===== config.mk =====
export PLATFORM = sky130hd
export DESIGN_NAME = opcode_fetch_unit
export DESIGN_NICKNAME = d
export VERILOG_FILES = /design/src/rtl/opcode_fetch_unit.sv
export SDC_FILE = /design/constraint.sdc
export NUM_CORES = 1
export LEC_CHECK = 0
export BUFFER_PORTS_ARGS = -buffer_cell sky130_fd_sc_hd__clkbuf_2
export CELL_PAD_IN_SITES_DETAIL_PLACEMENT = 1
export CELL_PAD_IN_SITES_GLOBAL_PLACEMENT = 1
export CORE_UTILIZATION = 28
export CTS_CLUSTER_SIZE = 20
export DETAILED_ROUTE_END_ITERATION = 7
export GPL_ROUTABILITY_DRIVEN = 0
export PLACE_DENSITY_LB_ADDON = 0.1
export SETUP_SLACK_MARGIN = 0.4
export SLEW_MARGIN = 20
export SYNTH_ARGS = -nofsm -noshare
export SYNTH_HDL_FRONTEND = slang
export SYNTH_SLANG_ARGS = --single-unit

===== constraint.sdc =====
create_clock -name FSM_Signal -period 3.05 [get_ports FSM_Signal]
set_input_delay 0.305 -clock FSM_Signal [delete_from_list [all_inputs] [get_ports FSM_Signal]]
set_output_delay 0.305 -clock FSM_Signal [all_outputs]
set_load 0.01 [all_outputs]

===== src/rtl/opcode_fetch_unit.sv =====
// 6502 instruction fetch sequencer: reads opcode and 0-2 operand bytes, loads the IR,
// and issues the complete instruction to the execute FSM over a valid/ack handshake.
module opcode_fetch_unit #(
    parameter int unsigned            ADDR_W   = 16,
    parameter logic [ADDR_W-1:0]      RESET_PC = ADDR_W'(16'h0200)
) (
    input  logic              FSM_Signal,
    input  logic              reset_FETCH,
    input  logic              run_FETCH,
    output logic [ADDR_W-1:0] MEM_ADDR,
    output logic              mem_rd,
    input  logic [7:0]        MEM_DATA,
    input  logic              mem_ready,
    output logic [7:0]        OUT_OPCODE,
    output logic              load_IR,
    input  logic [1:0]        LEN_IN,
    output logic [15:0]       OUT_OPERAND,
    output logic [ADDR_W-1:0] OUT_PC,
    output logic              instr_valid,
    input  logic              exec_ack,
    input  logic              load_PC,
    input  logic [ADDR_W-1:0] PC_IN
);

    typedef enum logic [2:0] {
        S_IDLE,
        S_OP,
        S_LD,
        S_LEN,
        S_LO,
        S_HI,
        S_ISSUE
    } state_t;

    state_t              state_q, state_d;
    logic [ADDR_W-1:0]   pc_q, pc_d, pc_inc;
    logic [ADDR_W-1:0]   out_pc_d;
    logic [7:0]          opcode_d;
    logic [15:0]         operand_d;
    logic [1:0]          len_q, len_d;
    logic                mem_rd_d, load_ir_d, instr_valid_d;

    assign pc_inc   = pc_q + ADDR_W'(1);
    assign MEM_ADDR = pc_q;

    // State register
    always_ff @(posedge FSM_Signal or posedge reset_FETCH) begin
        if (reset_FETCH) begin
            state_q <= S_IDLE;
        end else begin
            state_q <= state_d;
        end
    end

    // Next-state and next-output logic
    always_comb begin
        state_d   = state_q;
        pc_d      = pc_q;
        out_pc_d  = OUT_PC;
        opcode_d  = OUT_OPCODE;
        operand_d = OUT_OPERAND;
        len_d     = len_q;

        case (state_q)
            S_IDLE: begin
                if (run_FETCH) begin
                    state_d   = S_OP;
                    operand_d = 16'h0000;
                    out_pc_d  = pc_q;
                end
            end
            S_OP: begin
                if (mem_ready) begin
                    opcode_d = MEM_DATA;
                    pc_d     = pc_inc;
                    state_d  = S_LD;
                end
            end
            S_LD: begin
                state_d = S_LEN;
            end
            S_LEN: begin
                // A zero length from the decoder is treated as a one-byte instruction
                len_d   = (LEN_IN == 2'd0) ? 2'd1 : LEN_IN;
                state_d = LEN_IN[1] ? S_LO : S_ISSUE;
            end
            S_LO: begin
                if (mem_ready) begin
                    operand_d[7:0] = MEM_DATA;
                    pc_d           = pc_inc;
                    state_d        = (len_q == 2'd3) ? S_HI : S_ISSUE;
                end
            end
            S_HI: begin
                if (mem_ready) begin
                    operand_d[15:8] = MEM_DATA;
                    pc_d            = pc_inc;
                    state_d         = S_ISSUE;
                end
            end
            S_ISSUE: begin
                if (exec_ack) begin
                    if (load_PC) begin
                        pc_d = PC_IN;
                    end
                    if (run_FETCH) begin
                        state_d   = S_OP;
                        operand_d = 16'h0000;
                        out_pc_d  = pc_d;
                    end else begin
                        state_d = S_IDLE;
                    end
                end
            end
            default: begin
                state_d = S_IDLE;
            end
        endcase

        mem_rd_d      = (state_d == S_OP) || (state_d == S_LO) || (state_d == S_HI);
        load_ir_d     = (state_d == S_LD);
        instr_valid_d = (state_d == S_ISSUE);
    end

    // Datapath and registered outputs
    always_ff @(posedge FSM_Signal or posedge reset_FETCH) begin
        if (reset_FETCH) begin
            pc_q        <= RESET_PC;
            len_q       <= 2'd1;
            OUT_OPCODE  <= 8'h00;
            OUT_OPERAND <= 16'h0000;
            OUT_PC      <= '0;
            mem_rd      <= 1'b0;
            load_IR     <= 1'b0;
            instr_valid <= 1'b0;
        end else begin
            pc_q        <= pc_d;
            len_q       <= len_d;
            OUT_OPCODE  <= opcode_d;
            OUT_OPERAND <= operand_d;
            OUT_PC      <= out_pc_d;
            mem_rd      <= mem_rd_d;
            load_IR     <= load_ir_d;
            instr_valid <= instr_valid_d;
        end
    end

endmodule


==> impl_results.md, run 1 <==
- Kind of critical path: register to register
- Setup_tns: 0 ns
- Core Area: approximately 0.011 mm²
- CTS buffer count: 9
- Worst EP arrival: between 2 and 2.5 ns
- Placed Cells: about 560
- Post-cts sizing count: 0
- Post-synth EDFFs: 0
- DP HPWL: between 7000 and 8000 µm
- Die area: ~0.012 mm²
- Synth Net Count: 379
- Row count: 38
- Final Hold Fails: 0
- Synthesized cell area: 0.00316 mm²
- Initial DRC count: approximately 120
- Worst min path class: input port to asynchronous set/reset pin
- Vias in the first global route: around 3k
- Worst Max-Slew Pin Slew: approximately 0.75 ns
- Crit end category: register
- Max_cap viols: 0
- Die Span Y: 108 µm
- Worst R2R Path Depth: 4
- I/O pin cnt: 91
- Setup Skew: 0.00535 ns
- Reg2reg start: state_q[2]
- Crit path max fanout: 17
- Sw power: roughly 1.8 mW
- Global router's overall resource usage: 0.189
- Min cycle time layout: 2.19 ns
- Maximum buffer depth of the clock tree: 2
- Clock tree sinks: 64
- Syn avg cell area: roughly 9 µm²
- Worst-skew pair later-pin latency: around 0.33 ns
- Fin worst setup slack: 0.861 ns
- Inserted Diodes: 0
- Ys async rst share: 1.00
- Die width: between 100 and 150 µm
- Vias per Instance: about 5
- Reg power frac: 0.388
- Pint: between 2 and 3 mW
- Maximum vdd drop: between 0.0003 and 0.0004 V
- Number of H-tree levels: 3
- CP Launch Type: register
- DR DRC count: 0
- Largest net degree at the start of global routing: 38
- F_max: ~460 MHz
- Postcts setup bufs: 0
- Tcrit/Tclk final: 0.718
- Routed length per placed instance: 17.6 µm
- Fillers: 1339
- Gate Count Post-Synth: 346
- Max Slew Vio Count: 0
- Pre-CTS WS: a little under 0.9 ns
- Initial antenna violation count: 0
- Number of vias in the routed layout: ~2.9k
- PwrDens: 1060 mW/mm²
- Static leakage: between 1.5 and 2 nW
- CTS tree: built
- Initial Utilization: 0.289
- Primary FF master, synth: dfrtp_1
- Netlist cell types: 51
- Ys Warns: 0
- R2R Path End: MEM_ADDR[10]
- Clk root buf: clkbuf_16
- Layout cells sized above 1: 0.304
- Seq/Total Area, Yosys: 0.508
- Worst path required time: 3.27 ns
- Layout area overhead: 28.2%
- Iteration count of the initial detailed-routing pass: 4
- Grt ovf: 0
- Beginning of the critical path: state_q[2]
- R2r setup slk: about 0.86 ns
- Clock network power share: 0.227
- First-pass GRT wire length: between 15000 and 20000 µm
- Post-CTS Hold Buffers: 0
- Nets: about 470
- ANT nets after route: 0
- RSZ-0062 raised after global routing: false
- Final wirelength: roughly 10000 µm
- Port Buffers: 90
- #FFs+latches synth: 64
- Slew HR: 0.502
- Switching share of power: 0.414
- Status: finished clean
- Gate power share: 0.385
- Critical Path Sink: MEM_ADDR[10]
- Final setup fails: 0
- Clk slew on worst S/H paths: about 0.06 ns
- Finished Layout Cells: about 580
-- through the flow --
stage / hold WS [ns] / cell area (µm²) / utilization / total power [mW]
after floorplan: 0.422 / 3160 / - / 2.61
after global placement: 0.473 / 3770 / 0.345 / 3.31
after detailed placement: 0.472 / 3770 / 0.345 / 3.34
after CTS: 0.113 / 4050 / 0.370 / 4.35
after global routing: 0.148 / 4050 / 0.370 / 4.64
final: 0.0838 / 4050 / 0.370 / 4.28
-- power by group through the flow --
stage / combinational (mW) / sequential, mW / clock, mW
final: 1.65 / 1.66 / 0.973
after global routing: 1.87 / 1.74 / 1.04
after CTS: 1.68 / 1.67 / 1.01
after detailed placement: 1.66 / 1.68 / 0
after global placement: 1.65 / 1.66 / 0
after floorplan: 0.918 / 1.69 / 0
-- critical path: stages, from the launching register on --
cell	delay, ns
dfrtp_1	0.68
nor2_1	0.28
o2bb2ai_1	0.67
o21ai_0	0.21
a22o_1	0.22
-- cells in the final DEF, fill, tap and decap left out, types with 8 or more instances in the layout --
master,Yosys,routed
clkbuf_2,0,90
dfrtp_1,62,62
nand2_1,59,59
nor2_1,33,33
o21ai_0,27,27
a21oi_1,18,18
inv_1,17,16
a31oi_1,16,16
mux2_2,9,9
clkbuf_16,0,9
o211ai_1,8,8
-- sequential cells by signal, indices dropped and copies added, names as in the netlist --
register	cells
MEM_ADDR	16
OUT_OPCODE	8
OUT_OPERAND	16
OUT_PC	16
instr_valid	1
len_q	2
load_IR	1
mem_rd	1
state_q	3
-- layout make-up --
class / instances / area [µm²] / share of cell area
clock inverter: 6 / 45.0 / 0.0111
tap: 140 / 175 / 0.0432
sequential: 64 / 1600 / 0.396
timing repair buffer: 96 / 508 / 0.125
inverter: 17 / 63.8 / 0.0158
multi-input combinational: 244 / 1420 / 0.350
clock buffer: 10 / 239 / 0.0590
-- synthesized netlist by cell type (all sizes together) (7+ instances only) --
| master | instances | area (µm²) |
|---|---|---|
| dfrtp | 62 | 1550 |
| nand2 | 59 | 221 |
| nor2 | 33 | 124 |
| o21ai | 28 | 140 |
| a21oi | 18 | 90.1 |
| inv | 17 | 63.8 |
| a31oi | 16 | 100 |
| clkbuf | 13 | 48.8 |
| mux2 | 9 | 101 |
| o211ai | 9 | 72.6 |
| buf | 8 | 40.0 |
| nor4 | 8 | 56.3 |
| nand3 | 7 | 35.0 |
-- cell families (layout without fill, tap and decap cells) --
| family | Yosys count | in the layout | share of synthesized area |
|---|---|---|---|
| simple gates | 134 | 134 | 0.202 |
| compound gates | 100 | 100 | 0.207 |
| flops | 64 | 64 | 0.508 |
| buf+inv | 38 | 129 | 0.0483 |
| mux | 9 | 9 | 0.0321 |
| fa+ha+maj | 1 | 1 | 0.00396 |
-- per-layer routing --
layer,global-route usage,vias to the layer above,part of all wire
met5,0,-,0
met1,0.284,1419,0.52
met2,0.263,64,0.42
met3,0.0392,8,0.038
met4,0.0665,0,0.012
li1,-,1411,-
-- how the worst min path moves through the flow --
| stage | start | endpoint | cells after the start |
|---|---|---|---|
| after detailed placement | reset_FETCH | OUT_PC[9] | 2 |
| after global routing | reset_FETCH | OUT_PC[1] | 2 |
| final | reset_FETCH | OUT_PC[9] | 2 |
| after global placement | reset_FETCH | OUT_PC[9] | 2 |
| after floorplan | MEM_DATA[3] | OUT_OPERAND[11] | 2 |
| after CTS | reset_FETCH | OUT_PC[9] | 2 |
Power figures use the tool's default switching activity.
==> run 2: changes to the inputs <==
==> constraint.sdc (replaced) <==
create_clock -name FSM_Signal -period 1.9 [get_ports FSM_Signal]
set_input_delay 0.19 -clock FSM_Signal [delete_from_list [all_inputs] [get_ports FSM_Signal]]
set_output_delay 0.19 -clock FSM_Signal [all_outputs]
set_load 0.01 [all_outputs]
==> run 2 against run 1 <==
Compared with the run above: cell area is 27% higher; register-to-register slack worse by 0.59 ns; clock skew hardly changed; highest routed layer unchanged.
==> impl_results.md, run 2 (synthesis results as in run 1) <==
- CP max-delay cell: and4b_4
- Initial Utilization: 0.289 (unchanged)
- Total power: 8.94 mW (+110%)
- Worst path required time: 2.12 ns (-1.15 ns)
- ANT nets after route: 0 (unchanged)
- Layout cells sized above 1: 0.509 (+0.205)
- Initial DRC count: 120 (+3.4%)
- Row count: 38 (unchanged)
- Number of vias in the routed layout: 3298 (+14%)
- Die area: 0.0117 mm² (unchanged)
- Maximum vdd drop: 0.000625 V (+110%)
- Beginning of the critical path: state_q[0]
- Nets: 531 (+14%)
- Commonest non-fill, non-tap cell in the layout: clkbuf_2
- PwrDens: 1740 mW/mm² (+65%)
- Fin Hold WS: 0.101 ns (+0.0174 ns)
- CTS tree: built
- Worst-skew pair later-pin latency: 0.33 ns (about the same)
- Die width: 108 µm (unchanged)
- Layout area overhead: 62.7%
- Global router's overall resource usage: 0.198 (+0.00924)
- Max Slew Vio Count: 0 (unchanged)
- Worst min path class: input port to register
- Clk root buf: clkbuf_16
- Crit path cell chain: buf_12 > and4b_4 > o2bb2ai_4 > o21ai_0 > a22o_1
- Final Hold Fails: 0 (unchanged)
- Tcrit/Tclk final: 0.858 (+0.141)
- I/O pin cnt: 91 (unchanged)
- First-pass GRT wire length: 17700 µm (+6.1%)
- Most frequent cells in the layout: clkbuf_2 (90), nand2_1 (55), dfrtp_1 (54)
- Setup_tns: 0 ns (unchanged)
- Placed Area: 0.00395 mm² (+4.9%)
- Hold wc startpoint: MEM_DATA[2]
- Maximum buffer depth of the clock tree: 2 (unchanged)
- Crit end category: register
- CP Launch Type: register
- Vias per Instance: 5.13 (+2.0%)
- Status: finished clean
- Clk slew on worst S/H paths: 0.06 ns (about the same)
- Kind of critical path: register to register
- Fillers: 1246 (-6.9%)
- CTS buffer count: 9 (unchanged)
- Worst EP arrival: 1.85 ns (-0.56 ns)
- Max_cap viols: 0 (unchanged)
- RSZ-0062 raised after global routing: true
- Vias in the first global route: 3246 (+9.8%)
- Core Area: 0.0109 mm² (unchanged)
- Setup Skew: 0.00536 ns (+0.00000622 ns)
- DR DRC count: 0 (unchanged)
- DP HPWL: 7420 µm (+2.7%)
- Die Span Y: 108 µm (unchanged)
- Inserted Diodes: 0 (unchanged)
- Max stage delay on crit path: 0.44 ns (-0.24 ns)
- F_max: 613 MHz (+34%)
- Design Area, Final: 0.00514 mm² (+27%)
- Largest net degree at the start of global routing: 65 (+71%)
- Slew HR: 0.762 (+0.260)
- Initial antenna violation count: 0 (unchanged)
- Worst Max-Slew Pin Slew: 0.357 ns (-0.390 ns)
- Iteration count of the initial detailed-routing pass: 4 (unchanged)
- Final Util: 0.470 (+0.0997)
- Crit path max fanout: 6 (-11)
- WP buf/inv: 1 (+1)
- Number of H-tree levels: 3 (unchanged)
- Grt ovf: 0 (unchanged)
- Final setup fails: 0 (unchanged)
- Min cycle time layout: 1.63 ns (-0.558 ns)
- Final wirelength: 11900 µm (+18%)
- Port Buffers: 90 (unchanged)
- Static leakage: 2.32 nW (+26%)
- Crit path max-delay family: compound AO/OA/AOI/OAI gates
- Reg2reg start: state_q[0]
- Clock tree sinks: 64 (unchanged)
- Routed length per placed instance: 18.6 µm (+5.8%)
[run 2: layout make-up]
class,instances,area (µm²),share of cell area
multi-input combinational,245,1780,0.347
sequential,64,1610,0.314
timing repair buffer,161,1150,0.223
clock buffer,9,225,0.0438
tap,140,175,0.0341
clock inverter,7,125,0.0243
inverter,17,70.1,0.0136
[run 2: path summary, 6_finish.rpt]
kind | endpoint | slack (ns) | cells after the start
worst max-delay path | MEM_ADDR[10] | 0.27 | 5
worst min-delay path | OUT_OPERAND[10] | 0.10 | 3
worst max register to register | MEM_ADDR[10] | 0.27 | 5
worst min register to register | OUT_OPCODE[4] | 0.51 | 1
max in group asynchronous | MEM_ADDR[9] | 1.08 | 4
min in group asynchronous | instr_valid | 0.49 | 4
[run 2: layer usage]
metal	vias to the layer above	track usage	wire (µm)
met5	-	0	0
met4	0	0.0421	147
met3	14	0.0392	436
met2	75	0.314	5830
met1	1656	0.278	5530
li1	1553	-	-
[run 2: report_power, final]
part	total, mW	switching, mW	internal [mW]
clock	1.98	0.681	1.30
sequential	2.62	0.596	2.03
combinational	4.33	2.22	2.12
total	8.94	3.49	5.44
[run 2: metrics by stage]
step | instances | setup WS, ns
4_1_cts | 618 | 0.299
5_1_grt | 643 | 0.208
6_report | 643 | 0.269
3_3_place_gp | 579 | 0.0727
2_1_floorplan | 346 | 0.357
3_5_place_dp | 579 | 0.106
[run 2: repair_timing]
item                                    in CTS  in global routing
endpoints found under the setup margin      57                 59
hold buffers                                 1                  0
pin swaps                                    3                 18
setup buffers                               20                 23
cloned                                       2                  2
endpoints found under the hold margin       62                  0
resized for setup                           51                 62
[run 2: tightest hold or removal path, stage by stage]
cell and delay [ns]:
clkbuf_2 0.10, nand2_1 0.06, o21ai_1 0.05
